### src/rtl/fft_pkg.sv
// Shared definitions for the 8-point FFT datapath: sample format, the Hann
// window table and the Q1.15 round-and-saturate helper.
package fft_pkg;

   localparam int SAMPLE_W = 16;
   localparam int N_FFT    = 8;

   // Periodic 8-point Hann window in Q1.15; 1.0 is clipped to 0x7FFF.
   localparam logic signed [SAMPLE_W-1:0] HANN_WIN [N_FFT] = '{
      16'sh0000, 16'sh12BE, 16'sh4000, 16'sh6D42,
      16'sh7FFF, 16'sh6D42, 16'sh4000, 16'sh12BE
   };

   function automatic logic signed [SAMPLE_W-1:0] q15RoundSat(input logic signed [31:0] prod);
      logic signed [32:0] rounded;
      logic signed [17:0] shifted;
      rounded = 33'(prod) + 33'sd16384;
      shifted = 18'(rounded >>> 15);
      if (shifted > 18'sd32767) begin
         return 16'sh7FFF;
      end else if (shifted < -18'sd32768) begin
         return 16'sh8000;
      end
      return shifted[SAMPLE_W-1:0];
   endfunction

endpackage

### src/rtl/fft_frame_buffer_if.sv
// Sample-stream and frame-delivery signals of the FFT frame buffer.
// The slave modport is the buffer itself, the master modport is its environment.
interface fft_frame_buffer_if
   import fft_pkg::*;
#(
   parameter int N_POINTS   = N_FFT,
   parameter int DATA_WIDTH = SAMPLE_W
);

   logic                         s_valid_i;
   logic                         s_ready_o;
   logic signed [DATA_WIDTH-1:0] s_data_i;
   logic                         flush_i;
   logic                         frame_valid_o;
   logic                         frame_ready_i;
   logic signed [DATA_WIDTH-1:0] frame_o [N_POINTS];
   logic [$clog2(N_POINTS):0]    fill_level_o;

   modport slave (
      input  s_valid_i, s_data_i, flush_i, frame_ready_i,
      output s_ready_o, frame_valid_o, frame_o, fill_level_o
   );

   modport master (
      output s_valid_i, s_data_i, flush_i, frame_ready_i,
      input  s_ready_o, frame_valid_o, frame_o, fill_level_o
   );

endinterface

### src/rtl/fft_window_mul.sv
// Applies one Q1.15 window coefficient to one Q1.15 sample with
// round-half-up and saturation; purely combinational.
module fft_window_mul
   import fft_pkg::*;
(
   input  logic signed [SAMPLE_W-1:0] sample_i,
   input  logic signed [SAMPLE_W-1:0] coef_i,
   output logic signed [SAMPLE_W-1:0] sample_o
);

   logic signed [31:0] product;

   assign product  = 32'(sample_i) * 32'(coef_i);
   assign sample_o = q15RoundSat(product);

endmodule

### src/rtl/fft_frame_buffer.sv
// Ping-pong frame buffer packing a serial sample stream into parallel frames.
// Define FFT_WINDOW_EN to apply the Hann window to each sample before storage.
module fft_frame_buffer
   import fft_pkg::*;
#(
   parameter int N_POINTS   = N_FFT,
   parameter int DATA_WIDTH = SAMPLE_W
)
(
   input logic               clk_i,
   input logic               rst_ni,
   fft_frame_buffer_if.slave bus
);

   localparam int IDX_W  = $clog2(N_POINTS);
   localparam int FILL_W = IDX_W + 1;

   if (N_POINTS < 2 || (N_POINTS & (N_POINTS - 1)) != 0) begin : g_bad_points
      $error("fft_frame_buffer: N_POINTS must be a power of 2 and at least 2");
   end

   logic signed [DATA_WIDTH-1:0] bank_q [2][N_POINTS];
   logic [1:0]                   full_q, full_d;
   logic                         wr_bank_q, wr_bank_d;
   logic                         rd_bank_q, rd_bank_d;
   logic [IDX_W-1:0]             wr_idx_q, wr_idx_d;

   logic                         s_ready;
   logic                         accept;
   logic                         release_frame;
   logic                         last_sample;
   logic signed [DATA_WIDTH-1:0] wr_data;

`ifdef FFT_WINDOW_EN
   if (N_POINTS != N_FFT || DATA_WIDTH != SAMPLE_W) begin : g_bad_window_cfg
      $error("fft_frame_buffer: the Hann window requires N_POINTS == 8 and 16-bit samples");
   end

   logic signed [SAMPLE_W-1:0] win_coef;
   assign win_coef = HANN_WIN[wr_idx_q];

   fft_window_mul u_window_mul (
      .sample_i (bus.s_data_i),
      .coef_i   (win_coef),
      .sample_o (wr_data)
   );
`else
   assign wr_data = bus.s_data_i;
`endif

   assign s_ready       = !full_q[wr_bank_q] && !bus.flush_i;
   assign accept        = bus.s_valid_i && s_ready;
   assign release_frame = full_q[rd_bank_q] && bus.frame_ready_i;
   assign last_sample   = (wr_idx_q == IDX_W'(N_POINTS - 1));

   // Write completion and read release always touch different banks, so both apply together.
   always_comb begin
      full_d    = full_q;
      wr_bank_d = wr_bank_q;
      rd_bank_d = rd_bank_q;
      wr_idx_d  = wr_idx_q;
      if (release_frame) begin
         full_d[rd_bank_q] = 1'b0;
         rd_bank_d         = ~rd_bank_q;
      end
      if (bus.flush_i) begin
         wr_idx_d = '0;
      end else if (accept) begin
         if (last_sample) begin
            full_d[wr_bank_q] = 1'b1;
            wr_bank_d         = ~wr_bank_q;
            wr_idx_d          = '0;
         end else begin
            wr_idx_d = wr_idx_q + IDX_W'(1);
         end
      end
   end

   always_ff @(posedge clk_i or negedge rst_ni) begin
      if (!rst_ni) begin
         full_q    <= '0;
         wr_bank_q <= 1'b0;
         rd_bank_q <= 1'b0;
         wr_idx_q  <= '0;
      end else begin
         full_q    <= full_d;
         wr_bank_q <= wr_bank_d;
         rd_bank_q <= rd_bank_d;
         wr_idx_q  <= wr_idx_d;
      end
   end

   always_ff @(posedge clk_i or negedge rst_ni) begin
      if (!rst_ni) begin
         for (int b = 0; b < 2; b++) begin
            for (int i = 0; i < N_POINTS; i++) begin
               bank_q[b][i] <= '0;
            end
         end
      end else if (accept) begin
         bank_q[wr_bank_q][wr_idx_q] <= wr_data;
      end
   end

   always_comb begin
      for (int i = 0; i < N_POINTS; i++) begin
         bus.frame_o[i] = bank_q[rd_bank_q][i];
      end
   end

   assign bus.s_ready_o     = s_ready;
   assign bus.frame_valid_o = full_q[rd_bank_q];
   assign bus.fill_level_o  = FILL_W'(wr_idx_q);

endmodule

### src/flat_wrapper.sv
// flat-port wrapper written by rule: the top's interface ports become plain ports
module fft_frame_buffer_flat import fft_pkg::*;
#(
   parameter int N_POINTS   = N_FFT,
   parameter int DATA_WIDTH = SAMPLE_W
)
  (clk_i, rst_ni, bus_s_valid_i, bus_s_data_i, bus_flush_i, bus_frame_ready_i, bus_s_ready_o, bus_frame_valid_o, bus_frame_o, bus_fill_level_o);
  fft_frame_buffer_if #(.N_POINTS(N_POINTS), .DATA_WIDTH(DATA_WIDTH)) bus_i ();
  input logic clk_i;
  input logic rst_ni;
  input wire logic [$bits(bus_i.s_valid_i)-1:0] bus_s_valid_i;
  input wire logic [$bits(bus_i.s_data_i)-1:0] bus_s_data_i;
  input wire logic [$bits(bus_i.flush_i)-1:0] bus_flush_i;
  input wire logic [$bits(bus_i.frame_ready_i)-1:0] bus_frame_ready_i;
  output wire logic [$bits(bus_i.s_ready_o)-1:0] bus_s_ready_o;
  output wire logic [$bits(bus_i.frame_valid_o)-1:0] bus_frame_valid_o;
  output wire logic [$bits(bus_i.frame_o)-1:0] bus_frame_o;
  output wire logic [$bits(bus_i.fill_level_o)-1:0] bus_fill_level_o;
  assign bus_i.s_valid_i = bus_s_valid_i;
  assign bus_i.s_data_i = bus_s_data_i;
  assign bus_i.flush_i = bus_flush_i;
  assign bus_i.frame_ready_i = bus_frame_ready_i;
  assign bus_s_ready_o = bus_i.s_ready_o;
  assign bus_frame_valid_o = bus_i.frame_valid_o;
  assign bus_frame_o = {>>{bus_i.frame_o}};
  assign bus_fill_level_o = bus_i.fill_level_o;
  fft_frame_buffer #(.N_POINTS(N_POINTS), .DATA_WIDTH(DATA_WIDTH)) u_core (.clk_i(clk_i), .rst_ni(rst_ni), .bus(bus_i));
endmodule
### config.mk
export PLATFORM = sky130hd
export DESIGN_NAME = fft_frame_buffer_flat
export DESIGN_NICKNAME = d
export VERILOG_FILES = /design/src/rtl/fft_pkg.sv /design/src/rtl/fft_frame_buffer_if.sv /design/src/rtl/fft_window_mul.sv /design/src/rtl/fft_frame_buffer.sv /design/src/flat_wrapper.sv
export SDC_FILE = /design/constraint.sdc
export NUM_CORES = 1
export LEC_CHECK = 0
export CORE_MARGIN = 10
export CORE_UTILIZATION = 45
export CTS_CLUSTER_SIZE = 25
export DETAILED_ROUTE_END_ITERATION = 6
export GPL_TIMING_DRIVEN = 0
export PLACE_DENSITY = 0.67
export SLEW_MARGIN = 30
export SYNTH_ARGS = -nofsm -noshare
export SYNTH_HDL_FRONTEND = slang
export SYNTH_HIERARCHICAL = 1
export SYNTH_SLANG_ARGS = --single-unit
### constraint.sdc
create_clock -name clk_i -period 3.1 [get_ports clk_i]
set_input_delay 0.31 -clock clk_i [delete_from_list [all_inputs] [get_ports clk_i]]
set_output_delay 0.31 -clock clk_i [all_outputs]
set_load 0.05 [all_outputs]
==> run_results.csv <==
group,metric,value,unit
run_status,outcome,"finished, final reports clean",
global_route,grt_use_total,0.1670,
routing,viasPerCell,5.268,
finish,fill_cells,2135,
logic_synthesis,syn_nets,779,
routing,wirelength,27570,µm
logic_synthesis,avgSynthCellArea,15.35,µm²
clock_tree,cts_tree,"done",
pwr,power.density,731.9,nW/µm²
global_route,antenna_found_initial,0,
worst_setup_path,crit_end,"bus_frame_o[112]",
placement,hpwl,19530,µm
finish,final_common_cell,"mux2_2",
worst_setup_path,cp.required,2.79,ns
worst_setup_path,end_kind,"output port",
logic_synthesis,synth_xor_area_frac,0,
logic_synthesis,netlist_area,11600,µm²
routing,first_pass_iters,4,
worst_setup_path,r2r-end,"u_core/bank_q[39]$_DFFE_PN0P_",
routing,ant_nets,0,
worst_setup_path,rr_worst_depth,5,
routing,vias,6801,
clock_tree,cts_sinks,263,
timing,setup_violations,0,
finish,final_nets,966,
pwr,leakage,7.070,nW
worst_setup_path,r2r-start,"u_core/wr_idx_q[0]$_DFFE_PN0P_",
die,initial_core_util,0.4594,
worst_setup_path,crit_type,"reg2out",
logic_synthesis,synth_top_area_share,0.5673,
clock_tree,h-tree-depth,1,
timing,timing.final.ws_setup,0.09575,ns
die,die_area,32600,µm²
clock_tree,clock_latency,0.54,ns
logic_synthesis,ys_warn_count,6,
finish,drive_above_1_share,0.4880,
logic_synthesis,synth_mux_area_frac,0.3806,
logic_synthesis,synthTopCellsByArea,"dfrtp_1, mux2_2, clkbuf_1",
timing,rsz0062_at_grt,"yes",
clock_tree,cts.root.buffer_cell,"clkbuf_16",
clock_tree,post-cts-setup-buffers,0,
finish,fin_cells,1291,
pwr,p_total,10.59,mW
logic_synthesis,syn_inst,756,
logic_synthesis,yosys.area_share.adder,0.002157,
finish,diodes,0,
worst_hold_path,hp-class,"in2async",
global_route,overflow,0,
timing,worst_slew_pin_slew,0.7177,ns
logic_synthesis,synth_cell_types,31,
global_route,grt_pass1_wl,44020,µm
worst_setup_path,cp_data_arrival_time,2.69,ns
die,coreArea,25250,µm²
global_route,grt_max_degree,86,
finish,regArea,6581,µm²
finish,areaGrowthSynthToFinish,24.72,%
die,dieWidth,180.6,µm
timing,drv_slew,0,
placement,dp_cells,1242,
worst_setup_path,crit_fanout,10,
worst_setup_path,cp-startpoint,"u_core/rd_bank_q$_DFFE_PN0N_",
worst_setup_path,cp-start-kind,"register",
die,num_rows,58,
timing,final.period_utilization,0.9691,
die,num_io_pins,155,
clock_tree,cts_buffer_depth,3,
logic_synthesis,ys_seq_area_frac,0.5673,
pwr,vdd_drop_max,513.4,µV
flow_run,cap_viol_max_count,0,
logic_synthesis,synthSimpleGateAreaFrac,0.02351,
logic_synthesis,synth_top_family_by_area,"multiplexers",
placement,place_congestion,0.7657,
timing,finalHoldViolations,0,
routing,drtIter0Drc,303,
logic_synthesis,ys_ff_latch,263,
routing,wl_per_cell,21.35,µm
logic_synthesis,synth_edf_count,0,
placement,portBuffers,153,
logic_synthesis,synth_compound_gate_area_share,0.003020,
timing,max_freq,0.3329,GHz
timing,fin_skew,0.01430,ns
logic_synthesis,synth_top_flop_cell,"dfrtp_1",
logic_synthesis,ys_async_sr_fraction,1.000,
global_route,grt_pass1_vias,7416,
timing,timing.final.crit_period,3.004,ns
routing,drcViolationCount,0,
finish,final_cell_mix,"mux2_2, dfrtp_1, clkdlybuf4s50_1",
timing,slew_headroom,0.5215,
die,die-height,180.6,µm
finish,multi_input_area,4752,µm²
clock_tree,clkTransAtPathRegs,0.06,ns
worst_setup_path,rrSetupSlack,0.63,ns
logic_synthesis,yosysTopAreaCell,"dfrtp_1",
finish,final_util,0.5729,
clock_tree,cts_made_buffers,28,
placement,dpl_worst_slack,-0.2521,ns
kinds of logic (layout without fill, tap and decap cells):
group,count (synthesis),in the layout
compound gates,6,6
fa+ha+maj,2,2
buf+inv,56,261
flops,263,263
mux,389,389
other cells,1,1
simple gates,39,39
sequential cells by signal, summed over array words and instances, names as in the netlist:
name	flops
u_core/wr_idx_q	3
u_core/wr_bank_q	1
u_core/bank_q	256
u_core/rd_bank_q	1
u_core/full_q	2
worst max-delay path, stage by stage, from the launching register on:
cell,delay [ns]
dfrtp_1,0.32
clkbuf_1,0.30
buf_2,0.42
mux2_2,0.41
clkdlybuf4s50_1,0.71
worst min-delay path by stage:
| stage | endpoint | slack, ns | cells past startpoint | start |
|---|---|---|---|---|
| floorplan | u_core/bank_q[0]$_DFFE_PN0P_ | 0.01 | 0 | rst_ni |
| global placement | u_core/bank_q[53]$_DFFE_PN0P_ | 0.48 | 1 | u_core/bank_q[53]$_DFFE_PN0P_ |
| detailed placement | u_core/bank_q[90]$_DFFE_PN0P_ | 0.33 | 1 | rst_ni |
| CTS | u_core/bank_q[90]$_DFFE_PN0P_ | 0.34 | 2 | rst_ni |
| global route | u_core/bank_q[90]$_DFFE_PN0P_ | 0.38 | 2 | rst_ni |
| finish | u_core/bank_q[91]$_DFFE_PN0P_ | 0.33 | 2 | rst_ni |
cell type report:
| type | instances | area share |
|---|---|---|
| buffer | 55 | 0.02032 |
| clock buffer | 43 | 0.05785 |
| clock inverter | 5 | 0.002681 |
| inverter | 1 | 0.0002594 |
| multi-input combinational | 437 | 0.3284 |
| sequential | 263 | 0.4549 |
| tap | 330 | 0.02854 |
| timing repair buffer | 157 | 0.1071 |
routing by layer:
metal	routed length, µm	share of wire	vias to the layer above	track usage
met4	407	0.015	0	0.03215
met2	12530	0.45	142	0.2596
met3	1542	0.056	30	0.04157
li1	-	-	3080	-
met5	0	0	-	0
met1	13090	0.47	3549	0.2322
per-stage QoR:
stage               setup TNS (ns)  hold WS (ns)  instance area (µm²)
finish                           0        0.3300                14470
global route              -0.01488        0.3767                14470
CTS                              0        0.3449                14460
detailed placement          -9.315        0.3329                13630
global placement          -2606.42        0.4812                13550
floorplan                        0       0.01441                11600
report_power, final:
| group | switching (mW) | internal, mW |
|---|---|---|
| logic | 2.13 | 1.26 |
| registers | 0.196 | 3.85 |
| clock network | 1.31 | 1.84 |
| total | 3.63 | 6.96 |
synthesized netlist by cell type, drive strengths merged (2+ instances only):
library cell,count
o21ai,3
nor2b,3
nand2,8
nand3,3
ha,2
clkbuf,40
mux2,387
dfrtp,263
buf,15
nor2,8
nor3b,2
nand2b,3
nor4bb,2
nor3,2
nand3b,4
mux2i,2
timing repair:
| item | CTS | global route |
|---|---|---|
| cloned | 0 | 0 |
| gates resized for setup | 84 | 7 |
| endpoints found under the setup margin | 129 | 68 |
| hold endpoints to repair | 72 | 0 |
| hold buffers | 1 | 0 |
Power figures use the tool's default switching activity.
